--- config.mk ---
export PLATFORM = sky130hd
export DESIGN_NAME = rs_adder_bank
export DESIGN_NICKNAME = d
export VERILOG_FILES = /design/src/rtl/tomasulo_pkg.sv /design/src/rtl/rs_entry.sv /design/src/rtl/rs_adder_bank.sv
export SDC_FILE = /design/constraint.sdc
export NUM_CORES = 1
export LEC_CHECK = 0
export ABC_CLOCK_PERIOD_IN_PS = 6100
export CAP_MARGIN = 0
export CORE_MARGIN = 2
export CORE_UTILIZATION = 40
export DETAILED_ROUTE_END_ITERATION = 8
export PLACE_DENSITY = 0.69
export SYNTH_ARGS = -nofsm -noshare
export SYNTH_HDL_FRONTEND = slang
export SYNTH_HIERARCHICAL = 1
export SYNTH_SLANG_ARGS = --single-unit
--- constraint.sdc ---
create_clock -name clock -period 6.1 [get_ports clock]
set_input_delay 1.22 -clock clock [delete_from_list [all_inputs] [get_ports clock]]
set_output_delay 1.22 -clock clock [all_outputs]
set_load 0.02 [all_outputs]
--- src/rtl/tomasulo_pkg.sv ---
`default_nettype none
// ============================================================================
// tomasulo_pkg : shared opcodes, station state encoding and default widths
// Revision 1.0
// ============================================================================
package tomasulo_pkg;

  localparam int DEF_DATA_W = 32;
  localparam int DEF_TAG_W  = 6;
  localparam int DEF_OPC_W  = 6;

  localparam logic [5:0] OP_ADD = 6'd0;
  localparam logic [5:0] OP_SUB = 6'd1;

  localparam int TAG_NONE = 0;

  typedef enum logic [2:0] {
    ST_FREE  = 3'd0,
    ST_WAIT  = 3'd1,
    ST_READY = 3'd2,
    ST_EXEC  = 3'd3,
    ST_DONE  = 3'd4
  } rs_state_t;

endpackage
`default_nettype wire

--- src/rtl/rs_entry.sv ---
`default_nettype none
// ============================================================================
// rs_entry : one reservation station (state, operands, snoop/bypass capture)
// Revision 1.0
// ============================================================================
module rs_entry
  import tomasulo_pkg::*;
#(
  parameter int DATA_W = DEF_DATA_W,
  parameter int TAG_W  = DEF_TAG_W
) (
  input  logic              clock,
  input  logic              reset,
  input  logic              alloc,
  input  logic              alloc_sub,
  input  logic [DATA_W-1:0] a_in,
  input  logic              a_invalid,
  input  logic [DATA_W-1:0] b_in,
  input  logic              b_invalid,
  input  logic [DATA_W-1:0] cdb_data_in,
  input  logic [TAG_W-1:0]  cdb_source_in,
  input  logic              cdb_write_in,
  input  logic              dispatch,
  input  logic              complete,
  input  logic [DATA_W-1:0] result_in,
  input  logic              rel,
  output rs_state_t         state,
  output logic              op_sub,
  output logic [DATA_W-1:0] a_val,
  output logic [DATA_W-1:0] b_val,
  output logic [DATA_W-1:0] result
);

  rs_state_t         state_q, state_d;
  logic              sub_q, sub_d;
  logic [DATA_W-1:0] a_val_q, a_val_d, b_val_q, b_val_d;
  logic [TAG_W-1:0]  a_tag_q, a_tag_d, b_tag_q, b_tag_d;
  logic              a_pend_q, a_pend_d, b_pend_q, b_pend_d;
  logic [DATA_W-1:0] result_q, result_d;
  logic              a_hit, b_hit, a_byp, b_byp;

  assign a_hit = a_pend_q && cdb_write_in && (a_tag_q == cdb_source_in);
  assign b_hit = b_pend_q && cdb_write_in && (b_tag_q == cdb_source_in);
  // Producer broadcasting in the issue cycle: take its value instead of waiting.
  assign a_byp = a_invalid && cdb_write_in && (a_in[TAG_W-1:0] == cdb_source_in);
  assign b_byp = b_invalid && cdb_write_in && (b_in[TAG_W-1:0] == cdb_source_in);

  always_ff @(posedge clock) begin
    if (reset) begin
      state_q  <= ST_FREE;
      sub_q    <= 1'b0;
      a_val_q  <= '0;
      b_val_q  <= '0;
      a_tag_q  <= '0;
      b_tag_q  <= '0;
      a_pend_q <= 1'b0;
      b_pend_q <= 1'b0;
      result_q <= '0;
    end else begin
      state_q  <= state_d;
      sub_q    <= sub_d;
      a_val_q  <= a_val_d;
      b_val_q  <= b_val_d;
      a_tag_q  <= a_tag_d;
      b_tag_q  <= b_tag_d;
      a_pend_q <= a_pend_d;
      b_pend_q <= b_pend_d;
      result_q <= result_d;
    end
  end

  always_comb begin
    state_d  = state_q;
    sub_d    = sub_q;
    a_val_d  = a_val_q;
    b_val_d  = b_val_q;
    a_tag_d  = a_tag_q;
    b_tag_d  = b_tag_q;
    a_pend_d = a_pend_q;
    b_pend_d = b_pend_q;
    result_d = result_q;
    case (state_q)
      ST_FREE: begin
        if (alloc) begin
          sub_d    = alloc_sub;
          a_tag_d  = a_in[TAG_W-1:0];
          b_tag_d  = b_in[TAG_W-1:0];
          a_val_d  = a_byp ? cdb_data_in : a_in;
          b_val_d  = b_byp ? cdb_data_in : b_in;
          a_pend_d = a_invalid && !a_byp;
          b_pend_d = b_invalid && !b_byp;
          state_d  = (a_pend_d || b_pend_d) ? ST_WAIT : ST_READY;
        end
      end
      ST_WAIT: begin
        if (a_hit) begin
          a_val_d  = cdb_data_in;
          a_pend_d = 1'b0;
        end
        if (b_hit) begin
          b_val_d  = cdb_data_in;
          b_pend_d = 1'b0;
        end
        if (!a_pend_d && !b_pend_d) state_d = ST_READY;
      end
      ST_READY: if (dispatch) state_d = ST_EXEC;
      ST_EXEC: begin
        if (complete) begin
          result_d = result_in;
          state_d  = ST_DONE;
        end
      end
      ST_DONE: if (rel) state_d = ST_FREE;
      default: state_d = ST_FREE;
    endcase
  end

  assign state  = state_q;
  assign op_sub = sub_q;
  assign a_val  = a_val_q;
  assign b_val  = b_val_q;
  assign result = result_q;

endmodule
`default_nettype wire

--- src/rtl/rs_adder_bank.sv ---
`default_nettype none
// ============================================================================
// rs_adder_bank : Tomasulo adder RS bank; ADDER_SAT_EN selects saturating ALU
// Revision 1.0
// ============================================================================
module rs_adder_bank
  import tomasulo_pkg::*;
#(
  parameter int NUM_RS   = 4,
  parameter int DATA_W   = DEF_DATA_W,
  parameter int TAG_W    = DEF_TAG_W,
  parameter int RS_BASE  = 1,
  parameter int OPC_W    = DEF_OPC_W,
  parameter int EXEC_LAT = 2
) (
  input  logic              clock,
  input  logic              reset,
  input  logic              issue,
  input  logic [OPC_W-1:0]  opcode,
  input  logic [DATA_W-1:0] A,
  input  logic [DATA_W-1:0] B,
  input  logic              A_invalid,
  input  logic              B_invalid,
  input  logic [DATA_W-1:0] CDB_data_in,
  input  logic [TAG_W-1:0]  CDB_source_in,
  input  logic              CDB_write_in,
  input  logic              CDB_xmit,
  output logic              CDB_rts,
  output logic [DATA_W-1:0] CDB_data,
  output logic [TAG_W-1:0]  CDB_source,
  output logic              CDB_write,
  output logic              available,
  output logic [TAG_W-1:0]  RS_available,
  output logic [TAG_W-1:0]  issued,
  output logic [TAG_W-1:0]  RS_executing,
  output logic              error
);

  localparam int IDX_W = (NUM_RS > 1) ? $clog2(NUM_RS) : 1;
  localparam int CNT_W = (EXEC_LAT > 1) ? $clog2(EXEC_LAT) : 1;

  rs_state_t         st      [NUM_RS];
  logic [DATA_W-1:0] a_val   [NUM_RS];
  logic [DATA_W-1:0] b_val   [NUM_RS];
  logic [DATA_W-1:0] res     [NUM_RS];
  logic [TAG_W-1:0]  tag_lut [NUM_RS];
  logic [NUM_RS-1:0] op_sub_v, is_free, is_ready, is_done;
  logic [NUM_RS-1:0] alloc_v, dispatch_v, complete_v, release_v;

  logic [IDX_W-1:0]  alloc_idx, disp_idx, done_idx;
  logic              legal, accept, start, finish, rts;
  logic [DATA_W-1:0] op_a, op_b, alu_out;
  logic              op_is_sub;

  logic              busy_q, busy_d;
  logic [IDX_W-1:0]  idx_q, idx_d;
  logic [CNT_W-1:0]  cnt_q, cnt_d;
  logic [DATA_W-1:0] alu_res_q, alu_res_d;
  logic [TAG_W-1:0]  issued_q, issued_d;
  logic              error_q, error_d;

  // Lowest set index wins; returns 0 for an empty vector (callers gate on |v).
  function automatic logic [IDX_W-1:0] lowest(input logic [NUM_RS-1:0] v);
    logic [IDX_W-1:0] r;
    r = '0;
    for (int i = NUM_RS - 1; i >= 0; i--) begin
      if (v[i]) r = IDX_W'(i);
    end
    return r;
  endfunction

  for (genvar i = 0; i < NUM_RS; i++) begin : g_rs
    assign tag_lut[i]  = TAG_W'(RS_BASE + i);
    assign is_free[i]  = (st[i] == ST_FREE);
    assign is_ready[i] = (st[i] == ST_READY);
    assign is_done[i]  = (st[i] == ST_DONE);

    rs_entry #(
      .DATA_W (DATA_W),
      .TAG_W  (TAG_W)
    ) u_entry (
      .clock         (clock),
      .reset         (reset),
      .alloc         (alloc_v[i]),
      .alloc_sub     (opcode == OPC_W'(OP_SUB)),
      .a_in          (A),
      .a_invalid     (A_invalid),
      .b_in          (B),
      .b_invalid     (B_invalid),
      .cdb_data_in   (CDB_data_in),
      .cdb_source_in (CDB_source_in),
      .cdb_write_in  (CDB_write_in),
      .dispatch      (dispatch_v[i]),
      .complete      (complete_v[i]),
      .result_in     (alu_res_q),
      .rel           (release_v[i]),
      .state         (st[i]),
      .op_sub        (op_sub_v[i]),
      .a_val         (a_val[i]),
      .b_val         (b_val[i]),
      .result        (res[i])
    );
  end

  assign alloc_idx = lowest(is_free);
  assign disp_idx  = lowest(is_ready);
  assign done_idx  = lowest(is_done);

  assign legal  = (opcode == OPC_W'(OP_ADD)) || (opcode == OPC_W'(OP_SUB));
  assign accept = issue && available && legal;
  assign start  = !busy_q && (|is_ready);
  assign finish = busy_q && (cnt_q == '0);

  always_comb begin
    alloc_v    = '0;
    dispatch_v = '0;
    complete_v = '0;
    release_v  = '0;
    for (int i = 0; i < NUM_RS; i++) begin
      alloc_v[i]    = accept && (alloc_idx == IDX_W'(i));
      dispatch_v[i] = start && (disp_idx == IDX_W'(i));
      complete_v[i] = finish && (idx_q == IDX_W'(i));
      release_v[i]  = CDB_write && (done_idx == IDX_W'(i));
    end
  end

  assign op_a      = a_val[disp_idx];
  assign op_b      = b_val[disp_idx];
  assign op_is_sub = op_sub_v[disp_idx];

`ifdef ADDER_SAT_EN
  logic [DATA_W:0] wide;
  always_comb begin
    wide = op_is_sub ? ({op_a[DATA_W-1], op_a} - {op_b[DATA_W-1], op_b})
                     : ({op_a[DATA_W-1], op_a} + {op_b[DATA_W-1], op_b});
    // Extra sign bit disagreeing with the result MSB means signed overflow.
    if (wide[DATA_W] != wide[DATA_W-1])
      alu_out = wide[DATA_W] ? {1'b1, {(DATA_W-1){1'b0}}} : {1'b0, {(DATA_W-1){1'b1}}};
    else
      alu_out = wide[DATA_W-1:0];
  end
`else
  assign alu_out = op_is_sub ? (op_a - op_b) : (op_a + op_b);
`endif

  // Result is computed at dispatch and held while the latency counter runs.
  always_comb begin
    busy_d    = busy_q;
    idx_d     = idx_q;
    cnt_d     = cnt_q;
    alu_res_d = alu_res_q;
    if (start) begin
      busy_d    = 1'b1;
      idx_d     = disp_idx;
      cnt_d     = CNT_W'(EXEC_LAT - 1);
      alu_res_d = alu_out;
    end else if (finish) begin
      busy_d = 1'b0;
    end else if (busy_q) begin
      cnt_d = cnt_q - CNT_W'(1);
    end
  end

  always_comb begin
    issued_d = issued_q;
    if (accept) issued_d = tag_lut[alloc_idx];
    error_d = issue && !accept;
  end

  always_ff @(posedge clock) begin
    if (reset) begin
      busy_q    <= 1'b0;
      idx_q     <= '0;
      cnt_q     <= '0;
      alu_res_q <= '0;
      issued_q  <= '0;
      error_q   <= 1'b0;
    end else begin
      busy_q    <= busy_d;
      idx_q     <= idx_d;
      cnt_q     <= cnt_d;
      alu_res_q <= alu_res_d;
      issued_q  <= issued_d;
      error_q   <= error_d;
    end
  end

  // Reset masks the CDB so a DONE station cannot broadcast in the reset cycle.
  assign rts          = (|is_done) && !reset;
  assign CDB_rts      = rts;
  assign CDB_write    = rts && CDB_xmit;
  assign CDB_data     = rts ? res[done_idx] : '0;
  assign CDB_source   = rts ? tag_lut[done_idx] : TAG_W'(TAG_NONE);
  assign available    = |is_free;
  assign RS_available = available ? tag_lut[alloc_idx] : TAG_W'(TAG_NONE);
  assign issued       = issued_q;
  assign RS_executing = busy_q ? tag_lut[idx_q] : TAG_W'(TAG_NONE);
  assign error        = error_q;

endmodule
`default_nettype wire

==> flow_metrics.tcl <==
set metrics [dict create \
    status "completed" \
    ys.warnings.count 6 \
    clock_sinks 496 \
    syn_to_final_growth_pct 13.00 \
    wirelength_mm 85.71 \
    cts_hold_buf 0 \
    power_density_nw_per_um2 242.6 \
    cts_resized 0 \
    reg2reg_from "g_rs[1].u_entry/state[0]$_SDFFE_PP0P_" \
    ys_ff_latch 496 \
    share_comb_of_total_power_pct 13.1 \
    finalNonFillerCells 4184 \
    sw_frac_of_total_pct 26.92 \
    maxCapViolCount 0 \
    post-cts-setup-buffer-count 0 \
    core_area_sq_um 68230 \
    avgSynthCellArea_sq_um 8.474 \
    ys.flop_type "dfxtp_1" \
    clk_latency_ps 640 \
    relSlewSlack_pct 24.89 \
    tightest_slew_ps 1123 \
    rsz0062_at_grt "no" \
    async_reset_ff_share_pct 0 \
    hold_class "reg -> reg" \
    finalSetupViolCount 0 \
    crit_fanout 20 \
    track_usage_pct 23.39 \
    grt_antenna_before_repair 4 \
    wire_per_inst_um 20.48 \
    floorplan.initialDensity_pct 40.22 \
    num_io_pins 175 \
    dp.cells 4089 \
    vias_per_cell 5.754 \
    root_buffer "clkbuf_16" \
    r2r_end "alu_res_q[25]$_SDFFE_PP0P_" \
    num_rows 96 \
    dr.pass1.iters 8 \
    ff2ff_path_depth 20 \
    nets 3416 \
    synth_edf_count 0 \
    cts.reportedPaths.clkPinSlew_ps 70 \
    max_freq_ghz 0.1782 \
    hold_start "g_rs[1].u_entry/result[18]$_SDFFE_PP0P_" \
    p_int_mw 5.496 \
    dieArea_sq_um 70710 \
    cts_max_level 2 \
    endpoint_kind "flop" \
    final.fill_count 6695 \
    syn_inst 3238 \
    final_common_cell "nand2_1" \
    hold_viol_final 0 \
    worstSetupPathType "reg -> reg" \
    power_frac_seq_pct 43.7 \
    drc 0 \
    holdWs_ps 452.2 \
    overflow 0 \
    r2r_slack_ps 490 \
    p_leak_nw 11.99 \
    vias 24074 \
    cts_buffers 51 \
    required_ps 6600 \
    die_h_um 265.9 \
    die_w_um 265.9 \
    drt_iter0_drc 2402 \
    cts_tree "done" \
    synth_area_sq_um 27440 \
    ys_seq_area_share_pct 36.19 \
    cp-startpoint "g_rs[1].u_entry/state[0]$_SDFFE_PP0P_" \
    slew_violations 0 \
    period_needed_ps 5611 \
    place_congestion 0.8996 \
    cp-start-kind "flop" \
    dp_hpwl_mm 57.74 \
    finish.utilization_pct 45.44 \
    clock_power_share_pct 43.2 \
    ant_nets 0 \
    portBuffers 162 \
    ys_types 88 \
    vdd_drop_max_mv 0.2140 \
    grt_max_degree 208 \
    fin_worst_skew_ps 35.34 \
    finalSetupTns_ps 0 \
    clock_path_buffers 3 \
    drive_gt1_share_pct 8.303 \
    p_switching_mw 2.025 \
    grt_pass1_vias 22397 \
    arrival_ps 6110 \
    worstSetupEndpoint "alu_res_q[25]$_SDFFE_PP0P_" \
    period_share_pct 91.98 \
    grt_pass1_wl_mm 132.1 \
    final_cell_mix "532 x nand2_1, 496 x dfxtp_1, 364 x nor2_1, 264 x a21oi_1, 261 x a211oi_1" \
]
## layer usage
metal  part of all wire [%]  global-route usage [%]  wire (um)
met1                     44                   30.99      37290
met2                     47                   38.78      40200
met3                    6.5                   3.715       5597
met4                    3.0                   7.729       2594
met5                  0.025                       0         21
## how the worst min path moves through the flow
stage	end	depth (start not counted)
floorplan	g_rs[1].u_entry/result[0]$_SDFFE_PP0P_	2
CTS	g_rs[1].u_entry/result[0]$_SDFFE_PP0P_	2
detailed placement	g_rs[1].u_entry/result[0]$_SDFFE_PP0P_	2
finish	g_rs[1].u_entry/result[18]$_SDFFE_PP0P_	2
global placement	g_rs[0].u_entry/result[18]$_SDFFE_PP0P_	2
global route	g_rs[0].u_entry/result[2]$_SDFFE_PP0P_	2
## area by class of cell
| cell class | count | area (sq um) | area share [%] |
|---|---|---|---|
| clock buffer | 74 | 1463 | 4.718 |
| clock inverter | 19 | 265.3 | 0.8555 |
| timing repair buffer | 236 | 2220 | 7.159 |
| multi-input combinational | 2432 | 15860 | 51.15 |
| tap | 882 | 1104 | 3.559 |
| sequential | 496 | 9930 | 32.03 |
| antenna | 2 | 5.005 | 0.01614 |
| inverter | 43 | 161.4 | 0.5206 |
## sequential cells by signal, indices dropped and copies added (netlist names)
name / flops
g_rs.u_entry/a_val: 128
busy_q: 1
g_rs.u_entry/b_val: 128
g_rs.u_entry/state: 12
error: 1
g_rs.u_entry/b_tag_q: 24
issued: 3
g_rs.u_entry/a_tag_q: 24
alu_res_q: 32
g_rs.u_entry/op_sub: 4
cnt_q: 1
g_rs.u_entry/b_pend_q: 4
g_rs.u_entry/result: 128
idx_q: 2
g_rs.u_entry/a_pend_q: 4
## synth_stat cells, types with 6 or more instances
master / n / area share [%]
mux2_2: 32 / 1.3
xor2_1: 80 / 2.6
nor2_1: 366 / 5.0
o21a_1: 11 / 0.30
o21ai_0: 19 / 0.35
o31ai_1: 6 / 0.16
o21ai_1: 12 / 0.22
a31oi_1: 14 / 0.32
nor4bb_1: 22 / 0.80
o221ai_1: 17 / 0.54
or3_1: 7 / 0.16
a21oi_1: 266 / 4.9
nor3_1: 30 / 0.55
buf_8: 8 / 0.44
clkbuf_1: 158 / 2.2
buf_4: 22 / 0.60
nand2b_1: 9 / 0.21
nor4_2: 10 / 0.46
clkbuf_4: 12 / 0.33
buf_2: 34 / 0.62
or4_1: 6 / 0.16
dfxtp_1: 496 / 36
a41oi_1: 24 / 0.77
and2_1: 18 / 0.41
nor2b_1: 12 / 0.27
a211oi_1: 261 / 7.1
nor3b_1: 8 / 0.22
ha_1: 40 / 1.8
nand2_1: 532 / 7.3
mux2i_1: 257 / 9.4
nand3_1: 27 / 0.49
and3_1: 9 / 0.21
buf_6: 41 / 1.7
nand4_1: 36 / 0.82
a221o_1: 6 / 0.22
inv_1: 42 / 0.57
nor4_1: 6 / 0.14
a222oi_1: 66 / 2.4
a22o_1: 7 / 0.22
xnor2_1: 64 / 2.0
a21o_1: 27 / 0.74
## power groups by stage
stage | clock network (mW) | logic (mW) | registers, mW
6_report | 3.25 | 0.988 | 3.29
3_5_place_dp | 0 | 0.967 | 3.36
4_1_cts | 3.28 | 0.972 | 3.29
2_1_floorplan | 0 | 0.660 | 3.35
3_3_place_gp | 0 | 0.965 | 3.36
5_1_grt | 3.41 | 1.06 | 3.29
## worst max-delay path, cell delays in order, from the launching register on
cell and delay, ps:
dfxtp_1 320, or3b_2 720, a41o_1 300, a222oi_1 580
ha_1 280, inv_1 40, nor3_1 300, and3_1 410
inv_2 40, o21ai_1 150, xor2_1 300, ha_1 370
a21o_1 180, a21o_1 170, a21oi_1 150, o21ai_0 100
a21oi_1 310, o21bai_1 100, a21oi_1 220, o21bai_1 120
o311ai_0 310
## cell families (layout without fill, tap and decap cells)
| logic type | Yosys count | after routing | synth area share (%) |
|---|---|---|---|
| simple gates | 1148 | 1148 | 19.46 |
| other cells | 1 | 14 | 0.01367 |
| mux | 293 | 293 | 10.85 |
| fa+ha+maj | 41 | 41 | 1.897 |
| buf+inv | 321 | 372 | 6.461 |
| flops | 496 | 496 | 36.19 |
| compound gates | 790 | 790 | 20.29 |
| xor+xnor | 148 | 148 | 4.834 |
## per-stage QoR
| step | total power [mW] | setup slack, ps | cell area, sq um |
|---|---|---|---|
| finish | 7.521 | 489.2 | 31000 |
| global route | 7.756 | 61.83 | 31000 |
| CTS | 7.537 | 521.0 | 31000 |
| detailed placement | 4.325 | 533.2 | 29270 |
| global placement | 4.322 | 611.4 | 29270 |
| floorplan | 4.007 | 1519 | 27480 |
(Power assumes the default switching activity.)
